[src/rtl/uart_pkg.sv]
// uart_pkg: definitions shared by the UART receiver and a future transmitter.
//   - rx_state_e     : receiver FSM state encoding
//   - calc_baud_cnt  : sys_clk cycles per bit (integer division)
//   - DEF_CLK_FREQ / DEF_BAUD : default clock and line rate
package uart_pkg;

  localparam int DEF_CLK_FREQ = 50_000_000;
  localparam int DEF_BAUD     = 115200;

  // ST_PARITY is only reachable when UART_RX_PARITY_EN is defined.
  typedef enum logic [2:0] {
    ST_IDLE   = 3'd0,
    ST_START  = 3'd1,
    ST_DATA   = 3'd2,
    ST_PARITY = 3'd3,
    ST_STOP   = 3'd4,
    ST_BREAK  = 3'd5
  } rx_state_e;

  function automatic int calc_baud_cnt(input int clk, input int baud);
    return clk / baud;
  endfunction

endpackage

[src/rtl/uart_rx_sync.sv]
// uart_rx_sync: 2-FF synchronizer and falling-edge detector for the rx pin.
//   sys_clk  in  : system clock
//   sys_rst  in  : synchronous active-high reset
//   rx       in  : asynchronous serial line (idles high)
//   rx_s     out : synchronized line
//   rx_fall  out : one-cycle pulse on a 1->0 transition of rx_s, only once
//                  the line has genuinely been seen high since reset
module uart_rx_sync (
  input  logic sys_clk,
  input  logic sys_rst,
  input  logic rx,
  output logic rx_s,
  output logic rx_fall
);

  logic       ff1, ff2, prev;
  logic [1:0] vld_pipe;  // tracks when ff1/ff2 hold pin samples rather than reset values
  logic       armed;

  always_ff @(posedge sys_clk) begin
    if (sys_rst) begin
      ff1      <= 1'b1;
      ff2      <= 1'b1;
      prev     <= 1'b1;
      vld_pipe <= '0;
      armed    <= 1'b0;
    end else begin
      ff1      <= rx;
      ff2      <= ff1;
      prev     <= ff2;
      vld_pipe <= {vld_pipe[0], 1'b1};
      // The reset value of the FFs must not count as "seen high", otherwise
      // a line held low through reset would look like a start bit.
      if (vld_pipe[1] && ff2) armed <= 1'b1;
    end
  end

  assign rx_s    = ff2;
  assign rx_fall = armed & prev & ~ff2;

endmodule

[src/rtl/uart_byte_rx.sv]
// uart_byte_rx: serial-to-byte receiver, 8N1 (or 8E1 with UART_RX_PARITY_EN).
//   CLK_FREQ, BAUD : sys_clk frequency (Hz) and line rate (bit/s)
//   sys_clk    in  : system clock, rising edge
//   sys_rst    in  : synchronous active-high reset
//   rx         in  : asynchronous serial input, idles high
//   recv_flag  out : one-cycle strobe, byte accepted
//   recv_data  out : last accepted byte, held until the next accept
//   frame_err  out : one-cycle strobe, stop bit sampled low
//   parity_err out : one-cycle strobe, parity mismatch (0 without parity)
//   busy       out : FSM not in IDLE
// Optional feature macro: UART_RX_PARITY_EN (even parity bit before stop).
module uart_byte_rx
  import uart_pkg::*;
#(
  parameter int CLK_FREQ = DEF_CLK_FREQ,
  parameter int BAUD     = DEF_BAUD
) (
  input  logic       sys_clk,
  input  logic       sys_rst,
  input  logic       rx,
  output logic       recv_flag,
  output logic [7:0] recv_data,
  output logic       frame_err,
  output logic       parity_err,
  output logic       busy
);

  localparam int BAUD_CNT_MAX = calc_baud_cnt(CLK_FREQ, BAUD);
  localparam int BAUD_MID     = BAUD_CNT_MAX / 2;
  localparam int CNT_W        = $clog2(BAUD_CNT_MAX);

  localparam logic [CNT_W-1:0] CNT_LAST = CNT_W'(BAUD_CNT_MAX - 1);
  localparam logic [CNT_W-1:0] CNT_MID  = CNT_W'(BAUD_MID);

`ifdef UART_RX_PARITY_EN
  localparam rx_state_e AFTER_DATA = ST_PARITY;
`else
  localparam rx_state_e AFTER_DATA = ST_STOP;
`endif

  logic             rx_s, rx_fall;
  rx_state_e        state;
  logic [CNT_W-1:0] baud_cnt;
  logic [2:0]       bit_cnt;
  logic [7:0]       shift;
  logic             mid;

  uart_rx_sync u_sync (
    .sys_clk (sys_clk),
    .sys_rst (sys_rst),
    .rx      (rx),
    .rx_s    (rx_s),
    .rx_fall (rx_fall)
  );

  assign mid  = (baud_cnt == CNT_MID);
  assign busy = (state != ST_IDLE);

`ifdef UART_RX_PARITY_EN
  logic par_bad, parity_err_q;
  assign parity_err = parity_err_q;
`else
  assign parity_err = 1'b0;
`endif

  always_ff @(posedge sys_clk) begin
    if (sys_rst) begin
      state     <= ST_IDLE;
      baud_cnt  <= '0;
      bit_cnt   <= '0;
      shift     <= '0;
      recv_flag <= 1'b0;
      recv_data <= 8'h00;
      frame_err <= 1'b0;
`ifdef UART_RX_PARITY_EN
      par_bad      <= 1'b0;
      parity_err_q <= 1'b0;
`endif
    end else begin
      recv_flag <= 1'b0;
      frame_err <= 1'b0;
`ifdef UART_RX_PARITY_EN
      parity_err_q <= 1'b0;
`endif

      // Counter sits at 0 while waiting, so a start edge begins a bit at 0
      // and every sample point lands at BAUD_MID of its bit.
      if (state == ST_IDLE || state == ST_BREAK) baud_cnt <= '0;
      else if (baud_cnt == CNT_LAST)             baud_cnt <= '0;
      else                                       baud_cnt <= baud_cnt + 1'b1;

      case (state)
        ST_IDLE: begin
          if (rx_fall) begin
            state <= ST_START;
`ifdef UART_RX_PARITY_EN
            par_bad <= 1'b0;
`endif
          end
        end
        ST_START: begin
          if (mid) begin
            if (!rx_s) begin
              state   <= ST_DATA;
              bit_cnt <= '0;
            end else begin
              state <= ST_IDLE;  // glitch, not a real start bit
            end
          end
        end
        ST_DATA: begin
          if (mid) begin
            shift   <= {rx_s, shift[7:1]};  // LSB first
            bit_cnt <= bit_cnt + 3'd1;
            if (bit_cnt == 3'd7) state <= AFTER_DATA;
          end
        end
`ifdef UART_RX_PARITY_EN
        ST_PARITY: begin
          if (mid) begin
            par_bad <= rx_s ^ (^shift);
            state   <= ST_STOP;
          end
        end
`endif
        ST_STOP: begin
          if (mid) begin
            if (!rx_s) begin
              frame_err <= 1'b1;
              state     <= ST_BREAK;
`ifdef UART_RX_PARITY_EN
            end else if (par_bad) begin
              parity_err_q <= 1'b1;
              state        <= ST_IDLE;
`endif
            end else begin
              recv_flag <= 1'b1;
              recv_data <= shift;
              state     <= ST_IDLE;
            end
          end
        end
        ST_BREAK: begin
          // Stay here until the line recovers so a held-low line
          // cannot be reframed as a stream of zero bytes.
          if (rx_s) state <= ST_IDLE;
        end
        default: state <= ST_IDLE;
      endcase
    end
  end

endmodule

[config.mk]
export PLATFORM = sky130hd
export DESIGN_NAME = uart_byte_rx
export DESIGN_NICKNAME = d
export VERILOG_FILES = /design/src/rtl/uart_pkg.sv /design/src/rtl/uart_rx_sync.sv /design/src/rtl/uart_byte_rx.sv
export SDC_FILE = /design/constraint.sdc
export NUM_CORES = 1
export LEC_CHECK = 0
export CAP_MARGIN = 25
export CORE_MARGIN = 2
export CORE_UTILIZATION = 55
export DETAILED_ROUTE_END_ITERATION = 6
export PLACE_DENSITY = 0.77
export SYNTH_ARGS = -nofsm -noshare
export SYNTH_HDL_FRONTEND = slang
export SYNTH_SLANG_ARGS = --single-unit
[constraint.sdc]
create_clock -name sys_clk -period 2.15 [get_ports sys_clk]
set_clock_uncertainty 0.2 [all_clocks]
set_input_delay 0.43 -clock sys_clk [delete_from_list [all_inputs] [get_ports sys_clk]]
set_output_delay 0.43 -clock sys_clk [all_outputs]
set_load 0.01 [all_outputs]
Word level (Yosys, flattened, before mapping)

Index checks and enable logic that the tools add are counted.

Input bits: 3
Register bits: 39
Output and inout bits: 12
Word-level logic and storage cells: 61

Muxes and demuxes: 16
Equal/unequal tests: 14
Add/subtract/negate cells: 2
Reductions and logical operators: 11
Bitwise gates (word level): 5

Operators by type and width:

| cell                                                                     | number |
|---|---|
| 3-bit 2-to-1 mux                                                         | 10 |
| 3-bit one-hot mux with 5 select lines                                    | 1 |
| 2-bit inequality test (second input constant)                            | 6 |
| 9-bit by 1-bit adder with 9-bit output (second input constant)           | 1 |
| 3-bit == test (second input constant)                                    | 3 |
| 9-bit by 8-bit == test with 1-bit output (second input constant)         | 1 |
| 9-bit == test (second input constant)                                    | 1 |
| 3-bit one-hot mux with 2 select lines                                    | 1 |
| 6-bit AND reduction                                                      | 1 |
| 3-bit OR reduction                                                       | 2 |
| 4-bit AND reduction                                                      | 1 |
| 3-bit by 1-bit adder with 3-bit output (second input constant)           | 1 |
| 3-bit by 1-bit == test with 1-bit output (second input constant)         | 1 |
| 3-bit by 2-bit == test with 1-bit output (second input constant)         | 1 |
| 3-bit logical NOT                                                        | 1 |
| 1-bit 2-to-1 mux                                                         | 3 |
| 1-bit NOT                                                                | 3 |
| 3-bit AND reduction                                                      | 1 |
| 3-bit nonzero test                                                       | 1 |
| 1-bit bitwise AND                                                        | 2 |
| 2-bit 2-to-1 mux                                                         | 1 |
| 2-bit by 1-bit inequality test with 1-bit output (second input constant) | 1 |
| 2-bit AND reduction                                                      | 1 |
| 2-bit nonzero test                                                       | 1 |
| 2 further kinds                                                          | 2 |

Longest topological paths before layout

Word-level depth: 4
Mapped depth: 7
Depth with buffers taken out: 6

Hierarchy

A second synthesis with hierarchy kept.

Cells, all modules: 161
Area, all modules: 1,625.3 um^2

By module, submodules not included:

| module       | area each (um^2) | cells each | seq. area each (um^2) | instances |
|---|---|---|---|---|
| uart_byte_rx | 1,458.9          | 147        | 660.6                 | 1 |
| uart_rx_sync | 166.4            | 14         | 120.1                 | 1 |

Worst setup path after synthesis

Ideal clock, no wire load.

Kind: register to register
From: reg baud_cnt[0]
To: reg state[0]
Required time: 1.829 ns
Path buffers: 0
Slack: 0.292 ns
Stages on the path, launching flop included: 6
Library setup time: 0.121 ns
Clock period less this slack: 1.858 ns
Arrival: 1.537 ns
Cells stage by stage: dfxtp_1 -> ha_1 -> and3b_2 -> nand3_4 -> a221o_2 -> mux2_4

Longest elaborated chain between the ends: 3
Elaborated cells between the ends (all ways): 5
Those cells by class: 4 x eq/ne; 1 x reduce/logical

Ends and longest elaborated chain:

| what                                       | line                | RTL |
|---|---|---|
| start: declaration                         | uart_byte_rx.sv:43  | `logic [CNT_W-1:0] baud_cnt;` |
| start signal: assignment                   | uart_byte_rx.sv:90  | `else baud_cnt <= baud_cnt + 1'b1;` |
| 9-bit by 8-bit == test with 1-bit output * | uart_byte_rx.sv:56  | `assign mid = (baud_cnt == CNT_MID);` |
| 2-bit inequality test (no source line)     | n/a                 |  |
| 6-bit AND reduction (no source line) *     | n/a                 |  |
| end signal: assignment                     | uart_byte_rx.sv:68  | `state <= ST_IDLE;` |
| end signal: assignment                     | uart_byte_rx.sv:95  | `state <= ST_START;` |
| end signal: assignment                     | uart_byte_rx.sv:104 | `state <= ST_DATA;` |
| end: declaration                           | uart_byte_rx.sv:42  | `rx_state_e state;` |

Mark *: on every way between the ends. The rest lies on a longest branch, timed or not.
A chain may end at the register's enable or synchronous reset.

Worst setup path in the final report

From: reg state[0]
To: out busy

Longest elaborated chain between the ends: 1

Ends and longest elaborated chain:

| what               | line               | RTL |
|---|---|---|
| 3-bit nonzero test | uart_byte_rx.sv:57 | `assign busy = (state != ST_IDLE);` |
| end: declaration   | uart_byte_rx.sv:25 | `output logic busy` |

Every way passes these cells.

==> key figures <==
Status
  • Outcome: completed

Die
  • Die Span Y: just under 60 um
  • # rows: 19
  • Initial core utilization: 0.5888
  • DIE WIDTH: ~59 um
  • Die ar.: ~3400 sq um
  • Num ports: 15
  • Core Region: 2781 sq um

Power and ir drop
  • Sequential share of power: 0.557
  • Lkg Pwr: 0.8101 nW
  • Clk pwr share: 0.356
  • Cell-internal power: 1.045 mW
  • Worst vdd ir: about 0.00069 V
  • Psw: about 0.33 mW
  • Logic pwr share: 0.086
  • Switch share: 0.2390
  • PwrDens: 731.9 nW/um^2

Finish
  • Commonest non-fill, non-tap cells in the layout: dfxtp_1 (37), nor2_1 (34), mux2i_1 (17)
  • Final non-filler cell area: approximately 1900 sq um
  • Ant diodes: 0
  • Area growth syn-to-layout: 14.59%
  • Layout cells sized above 1: 0.1568
  • Commonest non-fill, non-tap cell in the layout: dfxtp_1
  • # nets final: between 150 and 200

Synthesis
  • Post-synthesis register bit count: 39
  • Asr flop ratio synth: 0
  • EDFF count, synth: 0
  • Mapped Area: ~1600 sq um
  • Top_reg_cell synth: dfxtp_1
  • Syn nets: 177
  • Yosys warning count: 0
  • Register area share after synthesis: 0.4767
  • Average cell area after synthesis: slightly below 10 sq um
  • Netlist cell types: 38
  • Post-Syn Instances: between 150 and 200

Clock network
  • Clk slew on worst S/H paths: roughly 0.12 ns
  • Worst skew pair latency: between 0.3 and 0.4 ns
  • CTS H-tree depth: 2
  • Setup Buffers After CTS: 0
  • CTS buffer count: 5
  • Clock sinks: 39
  • CTS Buffer Depth: 2
  • CTS Root Cell: clkbuf_4
  • CTS tree: done

Worst setup path
  • Setup crit end kind: output pin
  • Kind of critical path: reg2out
  • R2r endpoint: state[0]$_SDFFE_PP0P_
  • Setup slack, reg-to-reg: around 0.19 ns
  • Crit-path slowest cell: dfxtp_4
  • Critical Path Source: state[0]$_SDFFE_PP0P_
  • CP Capture Point: busy
  • Cell breakdown of the critical path: or3_1 -> dlygate4sd2_1
  • CP Max Fanout: 11
  • CP Launch Type: register
  • CP Depth: 2
  • Worst R2R Path Depth: 5
  • Max stage delay on crit path: about 0.40 ns
  • CP top delay family: flip-flops
  • CP Data Arrival Time: around 1.4 ns
  • R2R Path Start: baud_cnt[0]$_SDFF_PP0_
  • Buf+Inv Stages, Crit Path: 1
  • WP data required: 1.52 ns

Placed design
  • GPL Wtd Cong: approximately 0.9
  • Placement-stage worst setup slack: 0.2049 ns
  • Post-detail-place hpwl: between 2000 and 2500 um
  • PortBufs: 13
  • Dpl cell area: approximately 1800 sq um

GRT
  • Vias in the first global route: approximately 1,100
  • Grt ovf: 0
  • First-pass GRT wire length: 4899 um
  • Antenna violations before repair: 0
  • Largest net degree at the start of global routing: 25
  • GRT Util Overall: 0.1899

Min path
  • Hold/Removal Path Class: reg2reg

Routing
  • Initial DRC count: between 40 and 50
  • Vias: 1,179
  • WL/cell: 13.28 um
  • DRC Markers: 0
  • Drt via density: between 5 and 6
  • Routed Antenna Nets: 0
  • Initial DRT Pass Iterations: 4
  • Total wire length: 2869 um

STA
  • Unrepaired setup endpoints after global routing: false
  • Final hold vios: 0
  • Setup TNS Final: 0 ns
  • Final setup fails: 0
  • Post-layout min period: between 1.5 and 2 ns
  • Worst Hold Margin: between 0.2 and 0.25 ns
  • Setup slack after layout: roughly 0.16 ns
  • Final Slew Violations: 0
  • F_max: about 0.5 GHz
  • Final Cycle Share: 0.9270

Job
  • Maxcap violations: 0
[cell families after synthesis]
family | Yosys count | synth area share
AOI/OAI and AO/OA | 16 | 0.07335
muxes | 18 | 0.1131
and+or+nand+nor | 67 | 0.2124
xor gates and xnor gates | 9 | 0.04813
adders and majority gates | 4 | 0.03056
other | 1 | 0.002290
buffers and inverters | 16 | 0.04354
DFF | 39 | 0.4767
[flip-flops by register name, summed over array words and instances, names as in the netlist, 2 cells and up]
name and flops:
bit_cnt 3, baud_cnt 9, recv_data 8, state 3, u_sync.vld_pipe 2, shift 8
[per-stage QoR]
step | util | cells | power (mW)
6_report | 0.6748 | 216 | 1.374
5_1_grt | 0.6748 | 216 | 1.425
4_1_cts | 0.6748 | 216 | 1.377
3_5_place_dp | 0.6442 | 208 | 0.8992
3_3_place_gp | 0.6442 | 208 | 0.8983
2_1_floorplan | - | 170 | 0.8708
[worst min-delay path by stage]
| stage | startpoint | end | slack (ns) | depth (start not counted) |
|---|---|---|---|---|
| 6_report | u_sync.ff1$_SDFF_PP1_ | u_sync.rx_s$_SDFF_PP1_ | 0.23 | 1 |
| 2_1_floorplan | u_sync.ff1$_SDFF_PP1_ | u_sync.rx_s$_SDFF_PP1_ | 0.19 | 1 |
| 5_1_grt | u_sync.ff1$_SDFF_PP1_ | u_sync.rx_s$_SDFF_PP1_ | 0.24 | 1 |
| 3_5_place_dp | u_sync.ff1$_SDFF_PP1_ | u_sync.rx_s$_SDFF_PP1_ | 0.20 | 1 |
| 4_1_cts | u_sync.ff1$_SDFF_PP1_ | u_sync.rx_s$_SDFF_PP1_ | 0.23 | 1 |
| 3_3_place_gp | u_sync.ff1$_SDFF_PP1_ | u_sync.rx_s$_SDFF_PP1_ | 0.20 | 1 |
[worst register-to-register path, stage by stage (launching register included)]
cell and delay, ns:
dfxtp_1 0.39, ha_1 0.15, and3b_2 0.25, nand3_4 0.12
a221o_2 0.45, mux2_4 0.31
[power groups by stage]
stage / Combinational [mW] / Sequential [mW] / Clock (mW)
final: 0.119 / 0.766 / 0.489
after global routing: 0.130 / 0.771 / 0.525
after CTS: 0.118 / 0.765 / 0.494
after detailed placement: 0.121 / 0.778 / 0
after global placement: 0.120 / 0.778 / 0
after floorplan: 0.110 / 0.760 / 0
[cell type report]
type / instances / area [sq um]
clock buffer: 5 / 37.54
clock inverter: 3 / 43.79
fill: 218 / 904.6
inverter: 5 / 18.77
multi-input combinational: 115 / 785.8
sequential: 39 / 785.8
tap: 31 / 38.79
timing repair buffer: 18 / 166.4
[cells in the mapped netlist (2+ instances only)]
cell type	n	area share
nand2_1	7	0.016
dfxtp_1	39	0.48
nor3b_1	2	0.0092
nor2_1	34	0.078
or2_2	5	0.019
nor3_1	4	0.012
o31ai_1	2	0.0092
xor2_1	3	0.016
nor2b_1	2	0.0076
nand3_1	2	0.0061
nand4_1	3	0.011
inv_1	5	0.011
a21oi_1	4	0.012
xnor2_1	6	0.032
buf_4	2	0.0092
clkbuf_1	6	0.014
buf_2	3	0.0092
mux2i_1	17	0.10
ha_1	4	0.031
o21ai_0	2	0.0061
[per-layer routing]
metal	global-route usage	vias up	share of wire
li1	-	596	-
met1	0.2222	543	0.42
met2	0.3162	33	0.51
met3	0.05055	7	0.043
met4	0.1039	0	0.023
met5	0	-	0
[timing repair]
| action | 4_1_cts | 5_1_grt |
|---|---|---|
| hold buffers | 0 | 0 |
| setup endpoints to repair | 1 | 0 |
| resized for setup | 4 | 0 |
No activity file was read; power rests on OpenSTA's default activity.
